--- src/rtl/control_sequencer.sv ---
`default_nettype none
// +----------------------------------------------------------------------+
// | Module : control_sequencer                                           |
// | Brief  : Hardwired control unit. Sequences fetch (T0-T2), decode and |
// |          opcode-dependent execute states, and emits the per-cycle    |
// |          dataPath strobes. Handles memory wait states with a timeout |
// |          and run/stop control.                                       |
// | Option : CU_SINGLE_STEP_EN - return to IDLE after every instruction. |
// | Rev    : 1.0  initial release                                        |
// +----------------------------------------------------------------------+
module control_sequencer #(
  parameter int IR_W       = 32,
  parameter int OPC_W      = 5,
  parameter int ALU_CTRL_W = 4,
  parameter int WAIT_MAX   = 15
) (
  input  logic                  clk,
  input  logic                  reset,
  input  logic                  run,
  input  logic                  stop,
  input  logic [IR_W-1:0]       ir,
  input  logic                  mem_ready,
  output logic                  PCout,
  output logic                  Zlowout,
  output logic                  MDRout,
  output logic                  MARin,
  output logic                  Zlowin,
  output logic                  PCin,
  output logic                  MDRin,
  output logic                  IRin,
  output logic                  Yin,
  output logic                  IncPc,
  output logic                  Cout,
  output logic                  BAout,
  output logic                  Gra,
  output logic                  Grb,
  output logic                  Grc,
  output logic                  Rin,
  output logic                  Rout,
  output logic                  read,
  output logic                  write,
  output logic [1:0]            mdr_read,
  output logic [ALU_CTRL_W-1:0] control,
  output logic                  running,
  output logic                  instr_done,
  output logic                  illegal,
  output logic                  mem_err
);

  typedef enum logic [3:0] {
    IDLE = 4'd0, T0 = 4'd1, T1 = 4'd2, T2 = 4'd3, DEC = 4'd4,
    E1   = 4'd5, E2 = 4'd6, E3 = 4'd7, E4 = 4'd8, E5  = 4'd9
  } state_t;

  typedef enum logic [2:0] {
    CL_LDI = 3'd0, CL_LD = 3'd1, CL_ST = 3'd2, CL_RALU = 3'd3,
    CL_IALU = 3'd4, CL_NOP = 3'd5, CL_HALT = 3'd6, CL_BAD = 3'd7
  } opcls_t;

  localparam logic [OPC_W-1:0] OP_LD   = OPC_W'(5'b00000);
  localparam logic [OPC_W-1:0] OP_LDI  = OPC_W'(5'b00001);
  localparam logic [OPC_W-1:0] OP_ST   = OPC_W'(5'b00010);
  localparam logic [OPC_W-1:0] OP_ADD  = OPC_W'(5'b00011);
  localparam logic [OPC_W-1:0] OP_SUB  = OPC_W'(5'b00100);
  localparam logic [OPC_W-1:0] OP_AND  = OPC_W'(5'b00101);
  localparam logic [OPC_W-1:0] OP_OR   = OPC_W'(5'b00110);
  localparam logic [OPC_W-1:0] OP_ADDI = OPC_W'(5'b01000);
  localparam logic [OPC_W-1:0] OP_ANDI = OPC_W'(5'b01001);
  localparam logic [OPC_W-1:0] OP_ORI  = OPC_W'(5'b01010);
  localparam logic [OPC_W-1:0] OP_NOP  = OPC_W'(5'b11110);
  localparam logic [OPC_W-1:0] OP_HALT = OPC_W'(5'b11111);
  localparam logic [7:0]       WAIT_LAST = 8'(WAIT_MAX - 1);

  function automatic opcls_t op_class(input logic [OPC_W-1:0] op);
    case (op)
      OP_LDI:                         return CL_LDI;
      OP_LD:                          return CL_LD;
      OP_ST:                          return CL_ST;
      OP_ADD, OP_SUB, OP_AND, OP_OR:  return CL_RALU;
      OP_ADDI, OP_ANDI, OP_ORI:       return CL_IALU;
      OP_NOP:                         return CL_NOP;
      OP_HALT:                        return CL_HALT;
      default:                        return CL_BAD;
    endcase
  endfunction

  function automatic logic [ALU_CTRL_W-1:0] alu_code(input logic [OPC_W-1:0] op);
    case (op)
      OP_AND, OP_ANDI: return ALU_CTRL_W'(0);
      OP_OR,  OP_ORI:  return ALU_CTRL_W'(1);
      OP_SUB:          return ALU_CTRL_W'(3);
      default:         return ALU_CTRL_W'(2);
    endcase
  endfunction

  state_t           state_q, state_d;
  logic [OPC_W-1:0] op_q, op_d;
  logic [7:0]       wait_q, wait_d;
  logic             illegal_q, illegal_d;
  logic             mem_err_q, mem_err_d;

  logic [OPC_W-1:0] w_opc_live;
  opcls_t           w_cls_live;
  opcls_t           w_cls;
  state_t           w_after_last;
  logic             w_timeout;
  logic             unused_ir;

  assign w_opc_live = ir[IR_W-1 -: OPC_W];
  assign w_cls_live = op_class(w_opc_live);
  assign w_cls      = op_class(op_q);
  assign w_timeout  = !mem_ready && (wait_q == WAIT_LAST);

`ifdef CU_SINGLE_STEP_EN
  logic unused_stop;
  assign unused_stop  = stop;
  assign w_after_last = IDLE;
`else
  assign w_after_last = stop ? IDLE : T0;
`endif

  assign unused_ir = ^ir[IR_W-OPC_W-1:0];
  assign illegal   = illegal_q;
  assign mem_err   = mem_err_q;

  // Next-state, latched opcode, wait counter and sticky error flags.
  always_comb begin
    state_d   = state_q;
    op_d      = op_q;
    wait_d    = wait_q;
    illegal_d = illegal_q;
    mem_err_d = mem_err_q;
    case (state_q)
      IDLE: if (run) begin
        state_d   = T0;
        illegal_d = 1'b0;
        mem_err_d = 1'b0;
      end
      T0: begin
        state_d = T1;
        wait_d  = '0;
      end
      T1: begin
        if (mem_ready)      state_d = T2;
        else if (w_timeout) begin state_d = IDLE; mem_err_d = 1'b1; end
        else                wait_d = wait_q + 8'd1;
      end
      T2:  state_d = DEC;
      DEC: begin
        op_d = w_opc_live;
        case (w_cls_live)
          CL_NOP:  state_d = w_after_last;
          CL_HALT: state_d = IDLE;
          CL_BAD:  begin state_d = IDLE; illegal_d = 1'b1; end
          default: state_d = E1;
        endcase
      end
      E1: state_d = E2;
      E2: state_d = E3;
      E3: begin
        if (w_cls == CL_LD || w_cls == CL_ST) begin
          state_d = E4;
          wait_d  = '0;
        end else begin
          state_d = w_after_last;
        end
      end
      E4: begin
        if (w_cls == CL_ST)  begin state_d = E5; wait_d = '0; end
        else if (mem_ready)  state_d = E5;
        else if (w_timeout)  begin state_d = IDLE; mem_err_d = 1'b1; end
        else                 wait_d = wait_q + 8'd1;
      end
      E5: begin
        if (w_cls != CL_ST || mem_ready) state_d = w_after_last;
        else if (w_timeout)              begin state_d = IDLE; mem_err_d = 1'b1; end
        else                             wait_d = wait_q + 8'd1;
      end
      default: state_d = IDLE;
    endcase
  end

  // State register; asynchronous reset aborts any instruction in flight.
  always_ff @(posedge clk or negedge reset) begin
    if (!reset) begin
      state_q   <= IDLE;
      op_q      <= '0;
      wait_q    <= '0;
      illegal_q <= 1'b0;
      mem_err_q <= 1'b0;
    end else begin
      state_q   <= state_d;
      op_q      <= op_d;
      wait_q    <= wait_d;
      illegal_q <= illegal_d;
      mem_err_q <= mem_err_d;
    end
  end

  // Strobe decode from the current state; the store's done pulse is gated by
  // mem_ready so it fires once, on the cycle the write actually completes.
  always_comb begin
    {PCout, Zlowout, MDRout, MARin, Zlowin, PCin, MDRin, IRin, Yin, IncPc,
     Cout, BAout, Gra, Grb, Grc, Rin, Rout, read, write} = '0;
    mdr_read   = 2'b00;
    control    = '0;
    instr_done = 1'b0;
    running    = (state_q != IDLE);
    case (state_q)
      T0: begin PCout = 1'b1; MARin = 1'b1; IncPc = 1'b1; Zlowin = 1'b1; end
      T1: begin Zlowout = 1'b1; PCin = 1'b1; read = 1'b1; MDRin = 1'b1; mdr_read = 2'b01; end
      T2: begin MDRout = 1'b1; IRin = 1'b1; end
      DEC: instr_done = (w_cls_live == CL_NOP) || (w_cls_live == CL_HALT);
      E1: begin
        Grb = 1'b1;
        Yin = 1'b1;
        if (w_cls == CL_RALU || w_cls == CL_IALU) Rout  = 1'b1;
        else                                      BAout = 1'b1;
      end
      E2: begin
        Zlowin  = 1'b1;
        control = alu_code(op_q);
        if (w_cls == CL_RALU) begin Grc = 1'b1; Rout = 1'b1; end
        else                  Cout = 1'b1;
      end
      E3: begin
        Zlowout = 1'b1;
        if (w_cls == CL_LD || w_cls == CL_ST) MARin = 1'b1;
        else begin Gra = 1'b1; Rin = 1'b1; instr_done = 1'b1; end
      end
      E4: begin
        MDRin = 1'b1;
        if (w_cls == CL_ST) begin Gra = 1'b1; Rout = 1'b1; end
        else                begin read = 1'b1; mdr_read = 2'b01; end
      end
      E5: begin
        if (w_cls == CL_ST) begin write = 1'b1; instr_done = mem_ready; end
        else begin MDRout = 1'b1; Gra = 1'b1; Rin = 1'b1; instr_done = 1'b1; end
      end
      default: ;
    endcase
  end

endmodule
`default_nettype wire

--- config.mk ---
export PLATFORM = sky130hd
export DESIGN_NAME = control_sequencer
export DESIGN_NICKNAME = d
export VERILOG_FILES = /design/src/rtl/control_sequencer.sv
export SDC_FILE = /design/constraint.sdc
export NUM_CORES = 1
export LEC_CHECK = 0
export CELL_PAD_IN_SITES_DETAIL_PLACEMENT = 1
export CELL_PAD_IN_SITES_GLOBAL_PLACEMENT = 2
export CORE_MARGIN = 2
export CORE_UTILIZATION = 28
export DETAILED_ROUTE_END_ITERATION = 8
export GPL_ROUTABILITY_DRIVEN = 0
export HOLD_SLACK_MARGIN = 0.1
export PLACE_DENSITY_LB_ADDON = 0.1
export SYNTH_ARGS = -nofsm -noshare
export SYNTH_HDL_FRONTEND = slang
export SYNTH_SLANG_ARGS = --single-unit
--- constraint.sdc ---
create_clock -name clk -period 4.36 [get_ports clk]
set_clock_uncertainty 0.1 [all_clocks]
set_input_delay 0.436 -clock clk [delete_from_list [all_inputs] [get_ports clk]]
set_output_delay 0.436 -clock clk [all_outputs]
set_load 0.05 [all_outputs]
-- Yosys cells after proc, flatten, opt, wreduce, memory -nomap -nowiden
Memory sizes are Yosys's and may differ from the RTL's.
Index checks and enable logic that the tools add are counted.
- flip-flop bits (word level): 19
- ROM bits: 192
- input port bits: 37
- output and inout port bits: 29
- word-level logic and storage cells: 111
- memories kept: 2
- add/subtract/negate cells: 1
- eq/ne operators: 28
- mux-type cells: 55
- reduce and logical (&&, ||, !) cells: 20
- memories (name ; depth ; width ; rd ports ; clocked after Yosys merged registers in ; write ports ; RTL line ; source):
    (no name shown) ; 32 ; 3 ; 1 ; 0 ; 0 ; 75 ; case (op)
    (no name shown) ; 32 ; 3 ; 1 ; 0 ; 0 ; 75 ;
- operators by type and width (kind ; number):
    8-bit 2-to-1 mux ; 5
    4-bit case mux with 10 select lines ; 1
    8-bit case mux with 5 select lines ; 1
    1-bit 2-to-1 mux ; 28
    4-bit 2-to-1 mux ; 7
    4-bit by 3-bit equality test with 1-bit output (second input constant) ; 4
    5-bit by 3-bit equality test with 1-bit output (second input constant) ; 3
    3-bit equality test (second input constant) ; 4
    1-bit case mux with 2 select lines ; 6
    2-bit OR reduction ; 6
    5-bit by 4-bit equality test with 1-bit output (second input constant) ; 2
    1-bit case mux with 3 select lines ; 3
    8-bit by 1-bit adder with 8-bit output (second input constant) ; 1
    4-bit by 2-bit equality test with 1-bit output (second input constant) ; 2
    4-bit equality test (second input constant) ; 2
    8-bit by 4-bit equality test with 1-bit output (second input constant) ; 1
    2-bit != test (second input constant) ; 4
    4-bit nonzero test ; 2
    3-bit by 2-bit equality test with 1-bit output (second input constant) ; 2
    2-bit case mux with 3 select lines ; 1
    3-bit case mux with 2 select lines ; 1
    3-bit AND reduction ; 2
    5-bit nonzero test ; 1
    4-bit by 1-bit equality test with 1-bit output (second input constant) ; 1
    11 further kinds ; 14

-- Logic depth before layout (Yosys ltp)
- word-level depth: 6
- depth in mapped cells: 9

-- Worst setup path after synthesis
Ideal clock, no wire load.
- path kind: reg2out
- start point: reg op_q[1]
- end point: out Rout
- data arrival time: 2419 ps
- data required time: 3824 ps
- path slack: 1405 ps
- stages on the path, launching flop included: 9
- cells stage by stage: dfrtp_1 -> inv_1 -> ha_1 -> nor2b_1 -> o21ai_2 -> nand2_1 -> or2_2 -> o21a_1 -> o221ai_1
- longest elaborated chain between the ends: 5
- ends and longest elaborated chain (what ; RTL line ; source):
    start, declared ; 97 ; logic [OPC_W-1:0] op_q, op_d;
    start signal, assigned ; 193 ; op_q <= op_d;
    memory 32 x 3 bit (*) ; -- ;
    3-bit by 2-bit equality test with 1-bit output / 3-bit equality test (equally long branches) ; 217, 223 ;
    1-bit logical OR ; 217 ; if (w_cls == CL_RALU || w_cls == CL_IALU) Rout = 1'b1;
    1-bit 2-to-1 mux ; 217 ;
    1-bit case mux with 3 select lines (*) ; 209 ; case (state_q)
    end, declared ; 39 ; output logic Rout,
Every way passes the cells marked *; elsewhere a longest branch is shown, timed or not.

-- Worst setup path after layout
Ends and elaborated chain as after synthesis.

==> results.yml <==
timing:
  worst_slew_pin_slew_ns: 1.04
  setup_viol: 0
  hold_violations: 0
  max_slew_margin: 0.303
  layout_setup_ws_ns: 0.757
  slew_violations: 0
  max_freq_ghz: 0.278
  finalCritPeriodShare: 0.826
  final.min_clock_period_ns: 3.60
  grt_setup_unrepaired: "false"
  setup-tns-final_ns: 0
critical_path:
  path_class: "reg -> out"
  regToRegStartpoint: "op_q[1]$_DFFE_PN0P_"
  critPathCaptureType: "output pin"
  r2r_end: "wait_q[4]$_DFFE_PN0P_"
  crit_path_start_kind: "flop"
  r2r_cells: 8
  r2r_slack_ns: 1.93
  cp.arrival_ns: 3.07
  required_ns: 3.82
  worstPathMaxFanout: 7
cells_and_area:
  instances_no_fill: 364
  regArea_um2: 475
  insertedDiodeCount: 0
  drive_gt1_frac: 0.0970
  area_growth_pct: 20.5
  nets: 315
  n_fill_cell: 856
  multiInputGateArea_um2: 1330
placement:
  placed_cells: 360
  dp_hpwl_um: 4530
  place_ws_ns: 0.898
  io_buffers: 35
cts:
  cts_buffers: 3
  cts_tree: "yes"
  clock-sinks: 19
  cts_max_level: 1
  root_buffer: "clkbuf_8"
  cts_hold_buf: 0
  cts_resized: 0
  cts_setup_buffers: 0
  insertion_delay_ns: 0.27
  clk_pin_slew_ns: 0.09
  cts_buffer_depth: 2
detailed_routing:
  avgRoutedWirePerCell_um: 16.4
  drt-initial-drc-count: 113
  firstDrtPassIters: 4
  drt-total-wl_um: 5980
  drc: 0
  viasPerCell: 5.05
  vias: 1839
  ant_nets: 0
yosys:
  ys_ff_latch: 19
  synth_edf_count: 0
  netlist_area_um2: 1980
  synth.avg_cell_area_um2: 8.11
  synthCells: 244
  synth_common_cells: "nand2_1, dfrtp_1, nand3_1, nor2_1"
  synth_top_area_cell: "dfrtp_1"
  synthTopCellsByArea: "dfrtp_1, ha_1, nand2_1, nand3_1, mux2i_1"
  yosysMostFrequentCell: "nand2_1"
  yosys.area.top_type_share: 0.240
  async_flop_share: 1.00
  ys.flop_type: "dfrtp_1"
  yosys_warnings: 0
  synth_cell_types: 59
  seq_area_frac_synth: 0.240
global_route:
  grt-ovfl-total: 0
  grt_pass1_wl_um: 9680
  antenna_found_initial: 0
  grt_usage: 0.161
  grt_max_degree: 20
  grt_pass1_vias: 1844
die:
  dieArea_um2: 7760
  row_count: 30
  dieHeight_um: 88.1
  ios: 66
  start_util: 0.290
  core_um2: 6830
  die_width_um: 88.1
min_path:
  hold_depth: 1
  holdPathEnd: "wait_q[7]$_DFFE_PN0P_"
  hold_start: "wait_q[7]$_DFFE_PN0P_"
  hold_class: "reg -> reg"
power:
  power.density_nw_per_um2: 602
  vdd_ir_drop_max_mv: 0.216
  p_leak_nw: 1.01
outcome:
  status: "finished clean"
run:
  maxCapViolations: 0
-- report_power, final --
part / switching [mW] / leakage [nW] / internal, mW
clock network: 0.0710 / 0.0255 / 0.0639
registers: 0.0825 / 0.252 / 0.216
logic: 0.637 / 0.731 / 0.365
-- flip-flops by register name, indices dropped and copies added, names as in the netlist --
signal and flops:
illegal 1, state_q 4, mem_err 1, op_q 5
wait_q 8
-- final cells by class --
type | count | share of cell area
Multi-Input combinational cell | 196 | 0.557
Sequential cell | 19 | 0.199
Timing Repair Buffer | 38 | 0.156
Tap cell | 96 | 0.0504
Clock buffer | 3 | 0.0173
Inverter | 11 | 0.0173
Clock inverter | 1 | 0.00210
-- metal layers --
metal  vias up  track usage  wire length (um)
met5         -            0                 0
met2        37        0.252              2670
met1       886        0.235              3100
li1        914            -                 -
met4         0       0.0413                41
met3         2       0.0189               170
-- placed cells by master, fill, tap and decap left out, types with 2 or more instances in the layout --
master and instances:
o21ai_0 9, and3_1 8, nand3_1 18, nand4_1 2
and2_1 7, nand2b_1 5, clkdlybuf4s50_1 35, or2_2 2
conb_1 3, mux2_2 3, nor3b_1 3, nor4_1 2
a211oi_1 2, o21a_1 4, o22ai_1 2, nor2b_1 5
a22o_1 3, a21oi_1 11, mux2i_1 7, o221ai_1 3
inv_1 11, ha_1 9, clkbuf_8 3, o21bai_1 2
nand2_1 25, xor2_1 3, dfrtp_1 19, nor2_1 18
nand3b_1 6, buf_4 3, nor3_1 3, a22oi_1 6
-- per-stage QoR --
step / total power, mW / cell area (um^2) / utilization / hold slack [ns]
6_report: 1.44 / 2380 / 0.349 / 0.381
4_1_cts: 1.45 / 2380 / 0.349 / 0.391
2_1_floorplan: 1.08 / 1990 / - / 0.0404
5_1_grt: 1.56 / 2380 / 0.349 / 0.417
3_5_place_dp: 1.31 / 2340 / 0.342 / 0.377
3_3_place_gp: 1.31 / 2340 / 0.342 / 0.379
-- worst max-delay path by stage --
stage / depth (start not counted) / endpoint / from / slack [ns]
final: 7 / Rout / op_q[1]$_DFFE_PN0P_ / 0.76
after global routing: 9 / Rout / op_q[1]$_DFFE_PN0P_ / 0.53
after CTS: 7 / Rout / op_q[1]$_DFFE_PN0P_ / 0.71
after detailed placement: 9 / instr_done / ir[27] / 0.90
after global placement: 9 / instr_done / ir[27] / 0.90
after floorplan: 8 / Rout / op_q[1]$_DFFE_PN0P_ / 1.41
-- worst max-delay path: stages (launching register included) --
cell	delay, ns
dfrtp_1	0.45
ha_1	0.29
a211oi_4	0.43
o21ai_0	0.19
or2_2	0.33
o21a_1	0.12
o221ai_1	0.16
clkdlybuf4s50_1	0.83
-- cells by family after synthesis --
kind of cell / Yosys count / synth area share
mux: 10 / 0.0525
other cells: 1 / 0.00189
fa+ha+maj: 9 / 0.0569
simple gates: 113 / 0.315
xor+xnor: 4 / 0.0177
buf+inv: 31 / 0.0923
compound gates: 57 / 0.223
flops: 19 / 0.240
Power figures use the tool's default switching activity.
